$ cat src/rtl/cart_mem_arbiter_pkg.sv
// Shared types for the cartridge SDRAM arbiter: FSM state encoding and the
// data pattern returned when a read has to be abandoned.
package cart_arb_pkg;

  typedef enum logic [2:0] {
    IDLE,
    CMD_W,
    WAIT_W,
    CMD_R,
    WAIT_R
  } cart_state_t;

  localparam logic [7:0] CART_FILL = 8'hFF;

endpackage

$ cat src/rtl/cart_mem_arbiter_if.sv
// SDRAM-side command bus of the cartridge arbiter. The arbiter is the master
// (issues one-cycle commands); the SDRAM core is the slave (returns data and
// a one-cycle completion pulse).
interface cart_mem_arbiter_if #(
  parameter int AW = 25
);
  logic [AW-1:0] mem_addr;
  logic [7:0]    mem_din;
  logic          mem_we;
  logic          mem_rd;
  logic [7:0]    mem_dout;
  logic          mem_ready;

  modport master (
    output mem_addr, mem_din, mem_we, mem_rd,
    input  mem_dout, mem_ready
  );

  modport slave (
    input  mem_addr, mem_din, mem_we, mem_rd,
    output mem_dout, mem_ready
  );
endinterface

$ cat src/rtl/cart_rd_cache.sv
// One-entry cache of the last completed cartridge read. Only instantiated when
// the top level is built with CART_RDCACHE_EN defined.
module cart_rd_cache #(
  parameter int CAW = 20
) (
  input  logic           clk_sys,
  input  logic           reset,
  input  logic [CAW-1:0] lookup_addr,
  output logic           hit,
  output logic [7:0]     hit_data,
  input  logic           upd,
  input  logic [CAW-1:0] upd_addr,
  input  logic [7:0]     upd_data,
  input  logic           inv
);
  logic           c_valid;
  logic [CAW-1:0] c_addr;
  logic [7:0]     c_data;

  assign hit      = c_valid && (c_addr == lookup_addr);
  assign hit_data = c_data;

  // Invalidation wins over a same-cycle update so stale data never survives a write.
  always_ff @(posedge clk_sys or posedge reset) begin
    if (reset) begin
      c_valid <= 1'b0;
      c_addr  <= '0;
      c_data  <= '0;
    end else if (inv) begin
      c_valid <= 1'b0;
    end else if (upd) begin
      c_valid <= 1'b1;
      c_addr  <= upd_addr;
      c_data  <= upd_data;
    end
  end
endmodule

$ cat src/rtl/cart_mem_arbiter.sv
// Cartridge SDRAM arbiter: shares one SDRAM port between the HPS loader (byte
// writes) and the console cartridge read port. One buffered write and one
// buffered read; writes win. Optional read cache: define CART_RDCACHE_EN.
module cart_mem_arbiter
  import cart_arb_pkg::*;
#(
  parameter int AW      = 25,
  parameter int CAW     = 20,
  parameter int TIMEOUT = 64
) (
  input  logic           clk_sys,
  input  logic           reset,
  input  logic           ld_wr,
  input  logic [AW-1:0]  ld_addr,
  input  logic [7:0]     ld_data,
  output logic           ld_busy,
  output logic           ld_ovf,
  input  logic           cpu_rd,
  input  logic [CAW-1:0] cpu_addr,
  output logic [7:0]     cpu_data,
  output logic           cpu_valid,
  output logic [5:0]     cart_pages,
  output logic           err_tmo,
  cart_mem_arbiter_if.master mem
);
  localparam int            CW       = $clog2(TIMEOUT);
  localparam logic [CW-1:0] TMO_LAST = CW'(TIMEOUT - 1);

  cart_state_t    state_q, state_d;
  logic           wr_full, rd_full;
  logic [AW-1:0]  wr_addr;
  logic [7:0]     wr_data;
  logic [CAW-1:0] rd_addr;
  logic [CW-1:0]  tmo_cnt;
  logic           take_w, take_r, done_ok, done_tmo;
  logic           wr_free, wr_accept, rd_lookup, cache_take;
  logic           rc_hit;
  logic [7:0]     rc_data;

  assign ld_busy = wr_full;

  // Next-state decode plus the slot and cache handshake strobes.
  always_comb begin
    state_d  = state_q;
    take_w   = 1'b0;
    take_r   = 1'b0;
    done_ok  = 1'b0;
    done_tmo = 1'b0;
    case (state_q)
      IDLE: begin
        if (wr_full) begin
          state_d = CMD_W;
          take_w  = 1'b1;
        end else if (rd_full) begin
          state_d = CMD_R;
          take_r  = 1'b1;
        end
      end
      CMD_W: state_d = WAIT_W;
      CMD_R: state_d = WAIT_R;
      WAIT_W, WAIT_R: begin
        if (mem.mem_ready) begin
          done_ok = 1'b1;
          state_d = IDLE;
        end else if (tmo_cnt == TMO_LAST) begin
          done_tmo = 1'b1;
          state_d  = IDLE;
        end
      end
      default: state_d = IDLE;
    endcase
    wr_free    = (state_q == WAIT_W) && (done_ok || done_tmo);
    wr_accept  = ld_wr && (!wr_full || wr_free);
    rd_lookup  = cpu_rd && (state_q == IDLE) && !wr_full && !rd_full && !ld_wr;
    cache_take = rd_lookup && rc_hit;
  end

  // FSM state register.
  always_ff @(posedge clk_sys or posedge reset) begin
    if (reset) state_q <= IDLE;
    else       state_q <= state_d;
  end

  // Write slot, overflow flag and loaded-page tracking.
  always_ff @(posedge clk_sys or posedge reset) begin
    if (reset) begin
      wr_full    <= 1'b0;
      wr_addr    <= '0;
      wr_data    <= '0;
      ld_ovf     <= 1'b0;
      cart_pages <= '0;
    end else begin
      if (wr_accept) begin
        wr_full    <= 1'b1;
        wr_addr    <= ld_addr;
        wr_data    <= ld_data;
        cart_pages <= ld_addr[19:14];
      end else if (wr_free) begin
        wr_full <= 1'b0;
      end
      if (ld_wr && !wr_accept) ld_ovf <= 1'b1;
    end
  end

  // Read slot; the slot is released on the edge its address is captured into
  // mem_addr, so a strobe arriving in that same cycle is kept, not lost.
  always_ff @(posedge clk_sys or posedge reset) begin
    if (reset) begin
      rd_full <= 1'b0;
      rd_addr <= '0;
    end else if (cpu_rd && !cache_take) begin
      rd_full <= 1'b1;
      rd_addr <= cpu_addr;
    end else if (take_r) begin
      rd_full <= 1'b0;
    end
  end

  // Registered SDRAM command, address and write data.
  always_ff @(posedge clk_sys or posedge reset) begin
    if (reset) begin
      mem.mem_we   <= 1'b0;
      mem.mem_rd   <= 1'b0;
      mem.mem_addr <= '0;
      mem.mem_din  <= '0;
    end else begin
      mem.mem_we <= take_w;
      mem.mem_rd <= take_r;
      if (take_w) begin
        mem.mem_addr <= wr_addr;
        mem.mem_din  <= wr_data;
      end else if (take_r) begin
        mem.mem_addr <= {{(AW-CAW){1'b0}}, rd_addr};
      end
    end
  end

  // Wait-state cycle counter, cleared in the command cycle.
  always_ff @(posedge clk_sys or posedge reset) begin
    if (reset)                                     tmo_cnt <= '0;
    else if (state_q == CMD_W || state_q == CMD_R) tmo_cnt <= '0;
    else if (state_q == WAIT_W || state_q == WAIT_R) tmo_cnt <= tmo_cnt + 1'b1;
  end

  // Read completion, abort fill, cache hit return and timeout pulse.
  always_ff @(posedge clk_sys or posedge reset) begin
    if (reset) begin
      cpu_data  <= '0;
      cpu_valid <= 1'b0;
      err_tmo   <= 1'b0;
    end else begin
      cpu_valid <= 1'b0;
      err_tmo   <= done_tmo;
      if (state_q == WAIT_R && done_ok) begin
        cpu_data  <= mem.mem_dout;
        cpu_valid <= 1'b1;
      end else if (state_q == WAIT_R && done_tmo) begin
        cpu_data  <= CART_FILL;
        cpu_valid <= 1'b1;
      end else if (cache_take) begin
        cpu_data  <= rc_data;
        cpu_valid <= 1'b1;
      end
    end
  end

`ifdef CART_RDCACHE_EN
  cart_rd_cache #(.CAW(CAW)) u_rd_cache (
    .clk_sys    (clk_sys),
    .reset      (reset),
    .lookup_addr(cpu_addr),
    .hit        (rc_hit),
    .hit_data   (rc_data),
    .upd        ((state_q == WAIT_R) && done_ok),
    .upd_addr   (mem.mem_addr[CAW-1:0]),
    .upd_data   (mem.mem_dout),
    .inv        (wr_accept || done_tmo)
  );
`else
  assign rc_hit  = 1'b0;
  assign rc_data = '0;
`endif
endmodule

$ cat src/flat_wrapper.sv
// flat-port wrapper written by rule: the top's interface ports become plain ports
module cart_mem_arbiter_flat import cart_arb_pkg::*;
#(
  parameter int AW      = 25,
  parameter int CAW     = 20,
  parameter int TIMEOUT = 64
)
  (clk_sys, reset, ld_wr, ld_addr, ld_data, ld_busy, ld_ovf, cpu_rd, cpu_addr, cpu_data, cpu_valid, cart_pages, err_tmo, mem_mem_addr, mem_mem_din, mem_mem_we, mem_mem_rd, mem_mem_dout, mem_mem_ready);
  cart_mem_arbiter_if #(.AW(AW)) mem_i ();
  input  logic clk_sys;
  input  logic reset;
  input  logic ld_wr;
  input  logic [AW-1:0] ld_addr;
  input  logic [7:0] ld_data;
  output logic ld_busy;
  output logic ld_ovf;
  input  logic cpu_rd;
  input  logic [CAW-1:0] cpu_addr;
  output logic [7:0] cpu_data;
  output logic cpu_valid;
  output logic [5:0] cart_pages;
  output logic err_tmo;
  output wire logic [$bits(mem_i.mem_addr)-1:0] mem_mem_addr;
  output wire logic [$bits(mem_i.mem_din)-1:0] mem_mem_din;
  output wire logic [$bits(mem_i.mem_we)-1:0] mem_mem_we;
  output wire logic [$bits(mem_i.mem_rd)-1:0] mem_mem_rd;
  input wire logic [$bits(mem_i.mem_dout)-1:0] mem_mem_dout;
  input wire logic [$bits(mem_i.mem_ready)-1:0] mem_mem_ready;
  assign mem_mem_addr = mem_i.mem_addr;
  assign mem_mem_din = mem_i.mem_din;
  assign mem_mem_we = mem_i.mem_we;
  assign mem_mem_rd = mem_i.mem_rd;
  assign mem_i.mem_dout = mem_mem_dout;
  assign mem_i.mem_ready = mem_mem_ready;
  cart_mem_arbiter #(.AW(AW), .CAW(CAW), .TIMEOUT(TIMEOUT)) u_core (.clk_sys(clk_sys), .reset(reset), .ld_wr(ld_wr), .ld_addr(ld_addr), .ld_data(ld_data), .ld_busy(ld_busy), .ld_ovf(ld_ovf), .cpu_rd(cpu_rd), .cpu_addr(cpu_addr), .cpu_data(cpu_data), .cpu_valid(cpu_valid), .cart_pages(cart_pages), .err_tmo(err_tmo), .mem(mem_i));
endmodule
$ cat config.mk
export PLATFORM = sky130hd
export DESIGN_NAME = cart_mem_arbiter_flat
export DESIGN_NICKNAME = d
export VERILOG_FILES = /design/src/rtl/cart_mem_arbiter_pkg.sv /design/src/rtl/cart_mem_arbiter_if.sv /design/src/rtl/cart_rd_cache.sv /design/src/rtl/cart_mem_arbiter.sv /design/src/flat_wrapper.sv
export SDC_FILE = /design/constraint.sdc
export NUM_CORES = 1
export LEC_CHECK = 0
export ABC_CLOCK_PERIOD_IN_PS = 8900
export CAP_MARGIN = 20
export CELL_PAD_IN_SITES_DETAIL_PLACEMENT = 0
export CELL_PAD_IN_SITES_GLOBAL_PLACEMENT = 1
export CORE_MARGIN = 1
export CORE_UTILIZATION = 53
export DETAILED_ROUTE_END_ITERATION = 8
export DONT_BUFFER_PORTS = 1
export PLACE_DENSITY_LB_ADDON = 0.2
export SYNTH_ARGS = -nofsm -noshare
export SYNTH_HDL_FRONTEND = slang
export SYNTH_SLANG_ARGS = --single-unit
$ cat constraint.sdc
create_clock -name clk_sys -period 8.9 [get_ports clk_sys]
set_input_delay 1.78 -clock clk_sys [delete_from_list [all_inputs] [get_ports clk_sys]]
set_output_delay 1.78 -clock clk_sys [all_outputs]
set_load 0.1 [all_outputs]
==> qor.yml <==
ys_seq_area_frac: 0.5346
nets: 515
grt_pass1_vias: 3624
ant_nets: 0
synth_async_sr_flop_share: 1.000
wl_per_cell_um: 20.79
grt_max_degree: 87
worst_skew_pair.late_latency_ps: 380
dr.pass1.iters: 6
syn-mean-instance-area_um2: 10.73
clock_skew_ps: 17.71
min_period_ps: 3170
port_buffers: 0
hold_viol: 0
ios: 119
gr-total-overflow: 0
layout_common_cells: "110 x dfrtp_1, 64 x nand2_1, 49 x nand3_1"
syn-num-nets: 547
dr.first_iter.drc_count: 226
dr_total_vias: 3774
final_common_cell: "dfrtp_1"
initial_core_util: 0.5520
fp.coreArea_um2: 9328
synthFlopType: "dfrtp_1"
clock_sinks: 110
drive_above_1_share: 0.1832
post_cts_buffers: 0
cp_data_required_time_ps: 7120
grt_usage: 0.2453
routed_wirelength_mm: 12.10
synth_cell_types: 45
chipHeight_um: 100.6
place.gp.congestion: 0.7648
numCtsBuffers: 9
hold_class: "flop to flop"
path_clk_slew_ps: 110
ctsResizeCount: 0
end_kind: "output port"
crit_type: "flop to output port"
maxCapViolations: 0
hpwl_mm: 7.614
relSlewSlack: 0.3343
fmax_mhz: 315.4
cp.arrival_ps: 1390
die_x_um: 100.6
dieArea_um2: 10110
cts_hold_buf: 0
worstMarginPinSlew_ps: 995.0
grt_pass1_wl_mm: 19.05
fill_cells: 842
finalSetupViolCount: 0
setup_total_negative_slack_ps: 0
synth_cells: 480
htreeDepth: 3
syn-cell-area_um2: 5149
rows: 35
vias_per_cell: 6.485
cts_tree: "yes"
yosysWarningCount: 0
grt-busiest-layer: "met2"
crit_fanout: 3
cts_buffer_depth: 2
finalMaxSlewViolations: 0
start_kind: "flop"
grtUsageMet1: 0.3312
post-route-period-util: 0.3562
use_met2: 0.3804
ys_seq_elements: 110
synth-edff-count: 0
antennaDiodeCount: 0
root_buffer: "clkbuf_8"
drc: 0
area_delta_synth_final_pct: 3.742
outcome: "complete, no violations"
gr-usage-met3: 0.07628
antenna_found_initial: 0
rsz0062_at_grt: "no"
[final timing paths]
check                                   start                       to  slack [ps]  depth (start not counted)
max                        u_core.wr_addr[19]            cart_pages[5]        5730                          0
min                         u_core.wr_data[5]    u_core.mem.mem_din[5]         510                          2
max reg2reg                 u_core.state_q[0]  u_core.mem.mem_addr[21]        6080                          4
min reg2reg                 u_core.wr_data[5]    u_core.mem.mem_din[5]         510                          2
max in group asynchronous               reset       u_core.rd_addr[15]        6670                          3
min in group asynchronous               reset        u_core.rd_addr[5]        1230                          1
[cell type report]
type                            instances  area, µm²  share of cell area
Tap cell                              129      161.4             0.03022
Clock buffer                           10      137.6             0.02577
Clock inverter                          6      68.82             0.01288
Timing Repair Buffer                    7      76.32             0.01429
Sequential cell                       110       2753              0.5153
Multi-Input combinational cell        313       2116              0.3961
Inverter                                7      28.78            0.005388
[cell families after synthesis]
family	share of synthesized area
AND/OR/NAND/NOR	0.1670
adder cells (fa/ha/maj)	0.002430
XOR/XNOR	0.003403
flip-flops	0.5346
buffers and inverters	0.05540
AO/OA/AOI/OAI	0.1934
multiplexers	0.04374
[stage by stage]
| stage | hold WS [ps] | instances | instance area [µm²] | worst slack [ps] | util |
|---|---|---|---|---|---|
| floorplan | 457.7 | 480 | 5149 | 4218 | - |
| global placement | 478.9 | 564 | 5096 | 5847 | 0.5463 |
| detailed placement | 481.5 | 565 | 5107 | 5820 | 0.5476 |
| CTS | 507.7 | 581 | 5314 | 5701 | 0.5697 |
| global route | 534.0 | 582 | 5341 | 5693 | 0.5726 |
| finish | 505.4 | 582 | 5341 | 5730 | 0.5726 |
[synth_stat cells, types with 2 or more instances]
master    count  area (µm²)
a22oi_1       9       67.56
o22ai_1      25       156.4
nor2b_1       3       18.77
o21ai_0      15       75.07
buf_2        15       75.07
a22o_1        6       52.55
inv_1         6       22.52
o211ai_1      3       22.52
a21oi_1      15       75.07
buf_6         3       33.78
buf_4         8       60.06
a311o_1       2       20.02
o211ai_2     30       375.4
xor2_1        2       17.52
nand3_1      49       245.2
dfrtp_1     110        2753
nand4_1      34       212.7
clkbuf_1     23       86.33
nor3_1        2       10.01
and2_1        2       12.51
o22a_1        8       70.07
mux2_2       20       225.2
nor2_1        3       11.26
nand2_1      65       244.0
nand3b_1      2       15.01
[metal layers]
layer	vias to the layer above	wire length (µm)
met3	13	1056
met1	1896	5046
met5	-	0
met2	155	5784
met4	0	214
li1	1710	-
[flip-flops by register name, indices dropped and copies added, names as in the netlist, 3 cells and up]
signal / flops
u_core.mem.mem_addr: 25
u_core.wr_addr: 25
u_core.rd_addr: 20
u_core.cpu_data: 8
u_core.mem.mem_din: 8
u_core.wr_data: 8
u_core.tmo_cnt: 6
u_core.state_q: 3
Power is left out: the tool's default activity adds up to more than one toggle a clock period on the data nets, which glitch-free logic cannot reach.
